File: src/rtl/mutex_rr_scheduler.sv
// mutex_rr_scheduler: five-requester round-robin scheduler for one shared resource.
// A grant lasts until the owner drops req, pulses done, or reaches MAX_HOLD cycles.
// At least one idle cycle separates one owner from the next.
//
//   state   | meaning
//   --------+----------------------------------------------------------
//   S_IDLE  | no owner; grant the first requester found from ptr, cyclically
//   S_GRANT | gnt[gnt_id] is high; watch for release conditions every edge
//   S_GAP   | one forced idle cycle between owners (timeout may pulse here)
module mutex_rr_scheduler #(
  parameter int MAX_HOLD = 15,
  parameter int CNT_W    = 4
) (
  input  logic       clk,
  input  logic       rst_n,
  input  logic [4:0] req,
  input  logic [4:0] done,
  output logic [4:0] gnt,
  output logic [2:0] gnt_id,
  output logic       busy,
  output logic       timeout
);

  localparam logic [1:0] S_IDLE  = 2'd0;
  localparam logic [1:0] S_GRANT = 2'd1;
  localparam logic [1:0] S_GAP   = 2'd2;

  localparam logic [CNT_W-1:0] HOLD_LIM = CNT_W'(MAX_HOLD);

  logic [1:0]       state;
  logic [2:0]       ptr;
  logic [CNT_W-1:0] cnt;

  logic       pick_vld;
  logic [2:0] pick_id;
  logic [3:0] idx;

  logic rel_req;
  logic rel_done;
  logic rel_to;
  logic rel_any;

  // Cyclic search from ptr; walking backwards lets the nearest hit win last.
  always_comb begin
    pick_vld = 1'b0;
    pick_id  = 3'd0;
    idx      = 4'd0;
    for (int k = 4; k >= 0; k--) begin
      idx = {1'b0, ptr} + 4'(k);
      if (idx >= 4'd5) idx = idx - 4'd5;
      if (req[idx[2:0]]) begin
        pick_vld = 1'b1;
        pick_id  = idx[2:0];
      end
    end
  end

  // Release causes for the current owner; bits of other requesters are ignored.
  always_comb begin
    rel_req  = ~req[gnt_id];
    rel_done = done[gnt_id];
    rel_to   = (MAX_HOLD != 0) && (cnt == HOLD_LIM);
    rel_any  = rel_req | rel_done | rel_to;
  end

  assign busy = |gnt;

  // Scheduler state, grant register, hold counter and round-robin pointer.
  always_ff @(posedge clk or negedge rst_n) begin
    if (!rst_n) begin
      state   <= S_IDLE;
      ptr     <= 3'd0;
      cnt     <= '0;
      gnt     <= 5'b00000;
      gnt_id  <= 3'd0;
      timeout <= 1'b0;
    end else begin
      timeout <= 1'b0;
      case (state)
        S_IDLE: begin
          if (pick_vld) begin
            gnt    <= 5'b00001 << pick_id;
            gnt_id <= pick_id;
            cnt    <= CNT_W'(1);
            state  <= S_GRANT;
          end
        end
        S_GRANT: begin
          if (rel_any) begin
            gnt     <= 5'b00000;
            // timeout is flagged only when the hold limit alone ended the grant
            timeout <= rel_to & ~rel_req & ~rel_done;
            ptr     <= (gnt_id == 3'd4) ? 3'd0 : gnt_id + 3'd1;
            cnt     <= '0;
            state   <= S_GAP;
          end else if (cnt != '1) begin
            cnt <= cnt + CNT_W'(1);
          end
        end
        S_GAP: begin
          state <= S_IDLE;
        end
        default: begin
          gnt   <= 5'b00000;
          state <= S_IDLE;
        end
      endcase
    end
  end

endmodule
File: config.mk
export PLATFORM = sky130hd
export DESIGN_NAME = mutex_rr_scheduler
export DESIGN_NICKNAME = d
export VERILOG_FILES = /design/src/rtl/mutex_rr_scheduler.sv
export SDC_FILE = /design/constraint.sdc
export NUM_CORES = 1
export LEC_CHECK = 0
export BUFFER_PORTS_ARGS = -buffer_cell sky130_fd_sc_hd__buf_2
export CORE_UTILIZATION = 25
export CTS_CLUSTER_DIAMETER = 60
export CTS_CLUSTER_SIZE = 28
export DETAILED_ROUTE_END_ITERATION = 10
export PLACE_DENSITY = 0.44
export SLEW_MARGIN = 20
export SYNTH_ARGS = -nofsm -noshare
export SYNTH_HDL_FRONTEND = slang
export SYNTH_SLANG_ARGS = --single-unit
export TNS_END_PERCENT = 20
File: constraint.sdc
create_clock -name clk -period 8.86 [get_ports clk]
set_input_delay 0.443 -clock clk [delete_from_list [all_inputs] [get_ports clk]]
set_output_delay 0.443 -clock clk [all_outputs]
set_load 0.005 [all_outputs]
Yosys cells after proc, flatten, opt, wreduce, memory -nomap -nowiden
Index checks and enable logic that the tools add are counted.
{ "word_totals": {"register_bits": 18, "wordCells": 94} }
{ "classes": {"n_addsub": 11, "magnitude_cmp": 11, "eq_ne": 8, "shifts": 1, "muxes": 42, "bitwise": 7, "n_reduce_logical": 8} }
{ "ops": {"columns": ["cell", "n"], "rows": [
  ["2-to-1 mux 3 bit", 11],
  ["< comparator 3 x 4 -> 1 bit, second input constant", 6],
  ["binary-select mux 1 bit (select 3 bit)", 7],
  [">= comparator 4 x 3 -> 1 bit, second input constant", 4],
  ["case mux 5 bit (3 select lines)", 1],
  ["subtractor 3 bit, second input constant", 5],
  ["2-to-1 mux 1 bit", 14],
  ["2-to-1 mux 4 bit", 3],
  ["2-to-1 mux 5 bit", 2],
  ["adder 3 x 2 -> 4 bit, second input constant", 2],
  ["case mux 4 bit (2 select lines)", 1],
  ["AND reduction 2 bit", 3],
  ["AND reduction 3 bit", 2],
  ["OR reduction 5 bit", 1],
  ["<< shifter 1 x 3 -> 5 bit, first input constant", 1],
  ["adder 3 x 1 -> 4 bit, second input constant", 1],
  ["adder 3 x 3 -> 4 bit, second input constant", 1],
  ["adder 4 x 1 -> 4 bit, second input constant", 1],
  ["equality test 4 bit, second input constant", 1],
  ["2-to-1 mux 2 bit", 2],
  ["inequality test 2 bit, second input constant", 2],
  ["inequality test 4 bit, second input constant", 1],
  ["case mux 2 bit (2 select lines)", 1],
  ["adder 3 x 1 -> 3 bit, second input constant", 1],
  ["other kinds (10)", 14]
]} }

Logic depth before layout (Yosys ltp)
{ "logic_depth": {"depth_word": 13, "mapped_depth": 14, "ltp_nobuf": 12} }

Worst setup path before layout
Ideal clock, no wire load.
{ "synth_timing": {"path_kind": "reg2reg", "start": "reg ptr[0]", "end": "reg gnt[0]", "setup_time_ns": 0.134, "t_arrival_ns": 3.163, "required_time_ns": 8.726, "path_slack_ns": 5.564, "path_stages_with_launch": 13, "path_cell_list": "dfrtp_1 buf_6 clkinv_1 ha_1 ha_1 or2_1 o21ai_2 nor3_1 a32o_2 or4_1 o211a_1 o31ai_4 o32ai_1"} }
{ "synth_between": {"elab_chain_cells": 13, "elab_cells_between_ends": 44, "cone_classes": "9 x add/sub; 5 x order compare; 1 x eq/ne; 1 x shift; 27 x mux; 1 x reduce/logical"} }
{ "synth_lines": {"columns": ["element", "line", "source"], "rows": [
  ["from (decl)", "31", "logic [2:0] ptr;"],
  ["from (signal assigned)", "93", "ptr <= (gnt_id == 3'd4) ? 3'd0 : gnt_id + 3'd1;"],
  ["adder 3 x 3 -> 4 bit", "49", "idx = {1'b0, ptr} + 4'(k);"],
  [">= comparator 4 x 3 -> 1 bit / subtractor 3 bit (equally long branches)", "50", "if (idx >= 4'd5) idx = idx - 4'd5;"],
  ["2-to-1 mux 3 bit", "50", null],
  ["binary-select mux 1 bit (select 3 bit)", "51", "if (req[idx[2:0]]) begin"],
  ["2-to-1 mux 1 bit (not written as such)", "51", null],
  ["2-to-1 mux 3 bit (5 in series)", "51", null],
  ["<< shifter 1 x 3 -> 5 bit", "82", "gnt <= 5'b00001 << pick_id;"],
  ["2-to-1 mux 5 bit", "81", "if (pick_vld) begin"],
  ["case mux 5 bit (3 select lines)", "79", "case (state)"],
  ["to (signal assigned)", "82", null],
  ["to (decl)", "18", "output logic [4:0] gnt,"]
]} }
Several ways; a longest one is shown, not always the timed one. The select of a mux whose other input is x is not followed.
A chain may end at the register's enable or synchronous reset.

Worst setup path after layout
{ "layout_timing": {"start": "reg ptr[1]", "end": "reg cnt[3]"} }
{ "layout_between": {"elab_chain_cells": 12, "elab_cells_between_ends": 36, "cone_classes": "9 x add/sub; 5 x order compare; 1 x eq/ne; 20 x mux; 1 x reduce/logical"} }
{ "layout_lines": {"columns": ["element", "line", "source"], "rows": [
  ["adder 3 x 3 -> 4 bit", "49", null],
  [">= comparator 4 x 3 -> 1 bit / subtractor 3 bit (equally long branches)", "50", null],
  ["2-to-1 mux 3 bit", "50", null],
  ["binary-select mux 1 bit (select 3 bit)", "51", null],
  ["2-to-1 mux 1 bit (not written as such)", "51", null],
  ["2-to-1 mux 1 bit (4 in series)", "51", null],
  ["2-to-1 mux 1 bit (*)", "51", null],
  ["inequality test 2 bit (no line) (*)", null, null],
  ["AND reduction 3 bit (no line) (*)", null, null],
  ["to (signal assigned)", "97", "cnt <= cnt + CNT_W'(1);"],
  ["to (decl)", "32", "logic [CNT_W-1:0] cnt;"]
]} }
Mark *: on every way between the ends. The rest lies on a longest branch, timed or not. The select of a mux whose other input is x is not followed.

==> flow_metrics.py <==
metrics = {
    "finish": {
        "nNetsFinal": 287,
        "stdcell_count": 367,
        "area_growth_pct": 10.82,
        "post-route-util": 0.2854,
        "diodes": 0,
        "drive_gt1_frac": 0.1908,
        "fillCellCount": 885,
    },
    "setup_path": {
        "setup.worst_path.start_class": "register",
        "path_max_fanout": 11,
        "cp_data_required_time_ns": 9.04,
        "end_kind": "register",
        "worstSetupPathType": "register to register",
        "r2r_cells": 10,
        "slowest_stage": "dfrtp_1",
        "r2r-end": "cnt[3]",
        "slowest_delay_ns": 0.60,
        "crit_arrival_ns": 3.97,
        "rrSetupSlack_ns": 5.07,
        "r2r-start": "ptr[1]",
        "crit_chain": "inv_1 -> ha_1 -> ha_1 -> a21oi_1 -> mux2i_1 -> a31o_2 -> a211oi_1 -> a41oi_2 -> or3b_1 -> mux2i_1",
    },
    "yosys": {
        "yosysWarnings": 0,
        "synthTopCellsByArea": "dfrtp_1 21%, ha_1 6.5%, mux2i_1 5.2%, nand2b_1 3.8%, nor2_1 3.4%",
        "yosys.area.top_type": "dfrtp_1",
        "ys_seq_area_frac": 0.2129,
        "synth_cell_types": 74,
        "synth_edf_count": 0,
        "synth_flop_cell": "dfrtp_1",
        "synthesis.nets": 270,
        "synth_top_area_frac": 0.2129,
        "postSynthCellCount": 246,
        "ys_seq_elements": 18,
        "synth_area_um2": 2116,
        "synthArstFlopShare": 1.000,
        "syn-mean-instance-area_um2": 8.601,
    },
    "detailed_routing": {
        "drt-wirelength-per-cell_um": 16.01,
        "ant_nets": 0,
        "drc": 0,
        "routed_via_density": 5.371,
        "wl_mm": 5.876,
        "drtIter0Drc": 100,
        "drtPass1Iterations": 4,
        "via_count": 1971,
    },
    "global_routing": {
        "grt_pass1_vias": 1902,
        "track_usage": 0.1418,
        "grt_pass1_wl_mm": 9.853,
        "grt_max_degree": 32,
        "grt-ovfl-total": 0,
        "antenna_found_initial": 0,
    },
    "cts": {
        "cts_resized": 0,
        "cts_sinks": 18,
        "clk_pin_slew_ns": 0.07,
        "clock-root-buffer": "clkbuf_8",
        "cts_hold_buf": 0,
        "cts_buffers": 3,
        "clkLatencyLatePin_ns": 0.25,
        "cts_setup_buffers": 0,
        "h-tree-depth": 1,
        "cts_tree": "yes",
        "cts_buffer_depth": 2,
    },
    "floorplanning": {
        "core_um2": 8217,
        "die_w_um": 94.00,
        "io_pins": 22,
        "die_area_um2": 8835,
        "num_rows": 33,
        "initial_core_util": 0.2575,
        "die_h_um": 94.00,
    },
    "timing": {
        "worst_slew_pin_slew_ns": 0.5899,
        "slew_viol_final": 0,
        "setup_tns_ns": 0,
        "max_freq_ghz": 0.2640,
        "finalCritPeriodShare": 0.4276,
        "maxSlewHeadroom": 0.6067,
        "setup_violations": 0,
        "period_minus_slack_ns": 3.789,
        "rsz0062_at_grt": "false",
        "hold_viol_final": 0,
        "skew_ns": 0.002408,
    },
    "status": {
        "status": "complete, no violations",
    },
    "placed_design": {
        "dp_hpwl_mm": 4.550,
        "place.port_buffers": 21,
        "routabilityCongestion": 0.8325,
        "dp_cells": 363,
    },
    "job": {
        "max_cap_violations": 0,
    },
    "min_path": {
        "hold_class": "input pin to async pin",
    },
}
final cells by class:
cell class	count	area, µm²	share of cell area
tap	105	131.4	0.05603
sequential	18	450.4	0.1921
clock buffer	4	55.05	0.02348
timing repair buffer	22	112.6	0.04803
inverter	14	52.55	0.02241
multi-input combinational	204	1543	0.6580
metrics by stage:
step	setup slack, ns	cell area (µm²)	hold WS [ns]
2_1_floorplan	5.564	2116	0.1474
3_3_place_gp	5.142	2290	0.3996
3_5_place_dp	5.140	2290	0.4058
4_1_cts	5.100	2345	0.1301
5_1_grt	4.805	2345	0.1425
6_report	5.071	2345	0.1124
layout by cell type, fill, tap and decap left out, types with 7 or more instances in the layout:
cell type	n
a211oi_1	7
a21oi_1	12
buf_2	21
dfrtp_1	18
ha_1	11
inv_1	13
mux2i_1	11
nand2_1	16
nand2b_1	13
nor2_1	19
o21ai_0	9
per-layer routing:
layer	GRT usage	vias up	routed length, µm	share of wire
met2	0.2269	53	2611	0.44
met1	0.2073	940	2937	0.50
li1	-	974	-	-
met5	0	-	0	0
met4	0.03077	0	45	0.0077
met3	0.008900	4	281	0.048
worst max-delay path, delay by kind of cell, from the launching register on:
kind	cells	cell delay [ns]
fa+ha+maj	2	0.63
flops	1	0.60
simple gates	1	0.44
mux	2	0.35
buf+inv	1	0.25
compound gates	4	1.43
cell usage after synthesis, drive strengths merged, types with 3 or more instances:
library cell  number
a21o               4
inv               13
o21ai             10
ha                11
a31oi              3
nor2b              6
nand2b            13
o31ai              4
o211ai             4
mux2i             11
buf                7
nor3               7
nor3b              3
dfrtp             18
a211oi             7
clkbuf             3
or3                3
a21oi             13
mux2               4
a41oi              3
a32o               3
nor2              19
o21a               4
or2                3
nand2             16
nand3              5
a22oi              3
a221oi             3
kinds of logic after synthesis:
family,Yosys count,share of synthesized area
AND/OR/NAND/NOR,87,0.2206
flip-flops,18,0.2129
multiplexers,15,0.07510
adder cells (fa/ha/maj),12,0.07451
XOR/XNOR,3,0.01242
AO/OA/AOI/OAI,87,0.3466
buffers and inverters,24,0.05795
registers in the layout (all words and copies together) (netlist names):
signal,cells
timeout,1
state,2
ptr,3
gnt,5
gnt_id,3
cnt,4
how the worst max path moves through the flow:
stage                 from      to  slack [ns]  cells after the start
finish              ptr[1]  cnt[3]        5.07                     10
global route        ptr[1]  cnt[3]        4.80                      8
CTS                 ptr[1]  cnt[3]        5.10                     10
global placement    ptr[0]  gnt[0]        5.14                     12
detailed placement  ptr[1]  cnt[3]        5.14                     10
floorplan           ptr[0]  gnt[0]        5.56                     12
Power is not shown: default switching activity piles up to over one toggle a cycle in this logic, so the estimate is an artifact.
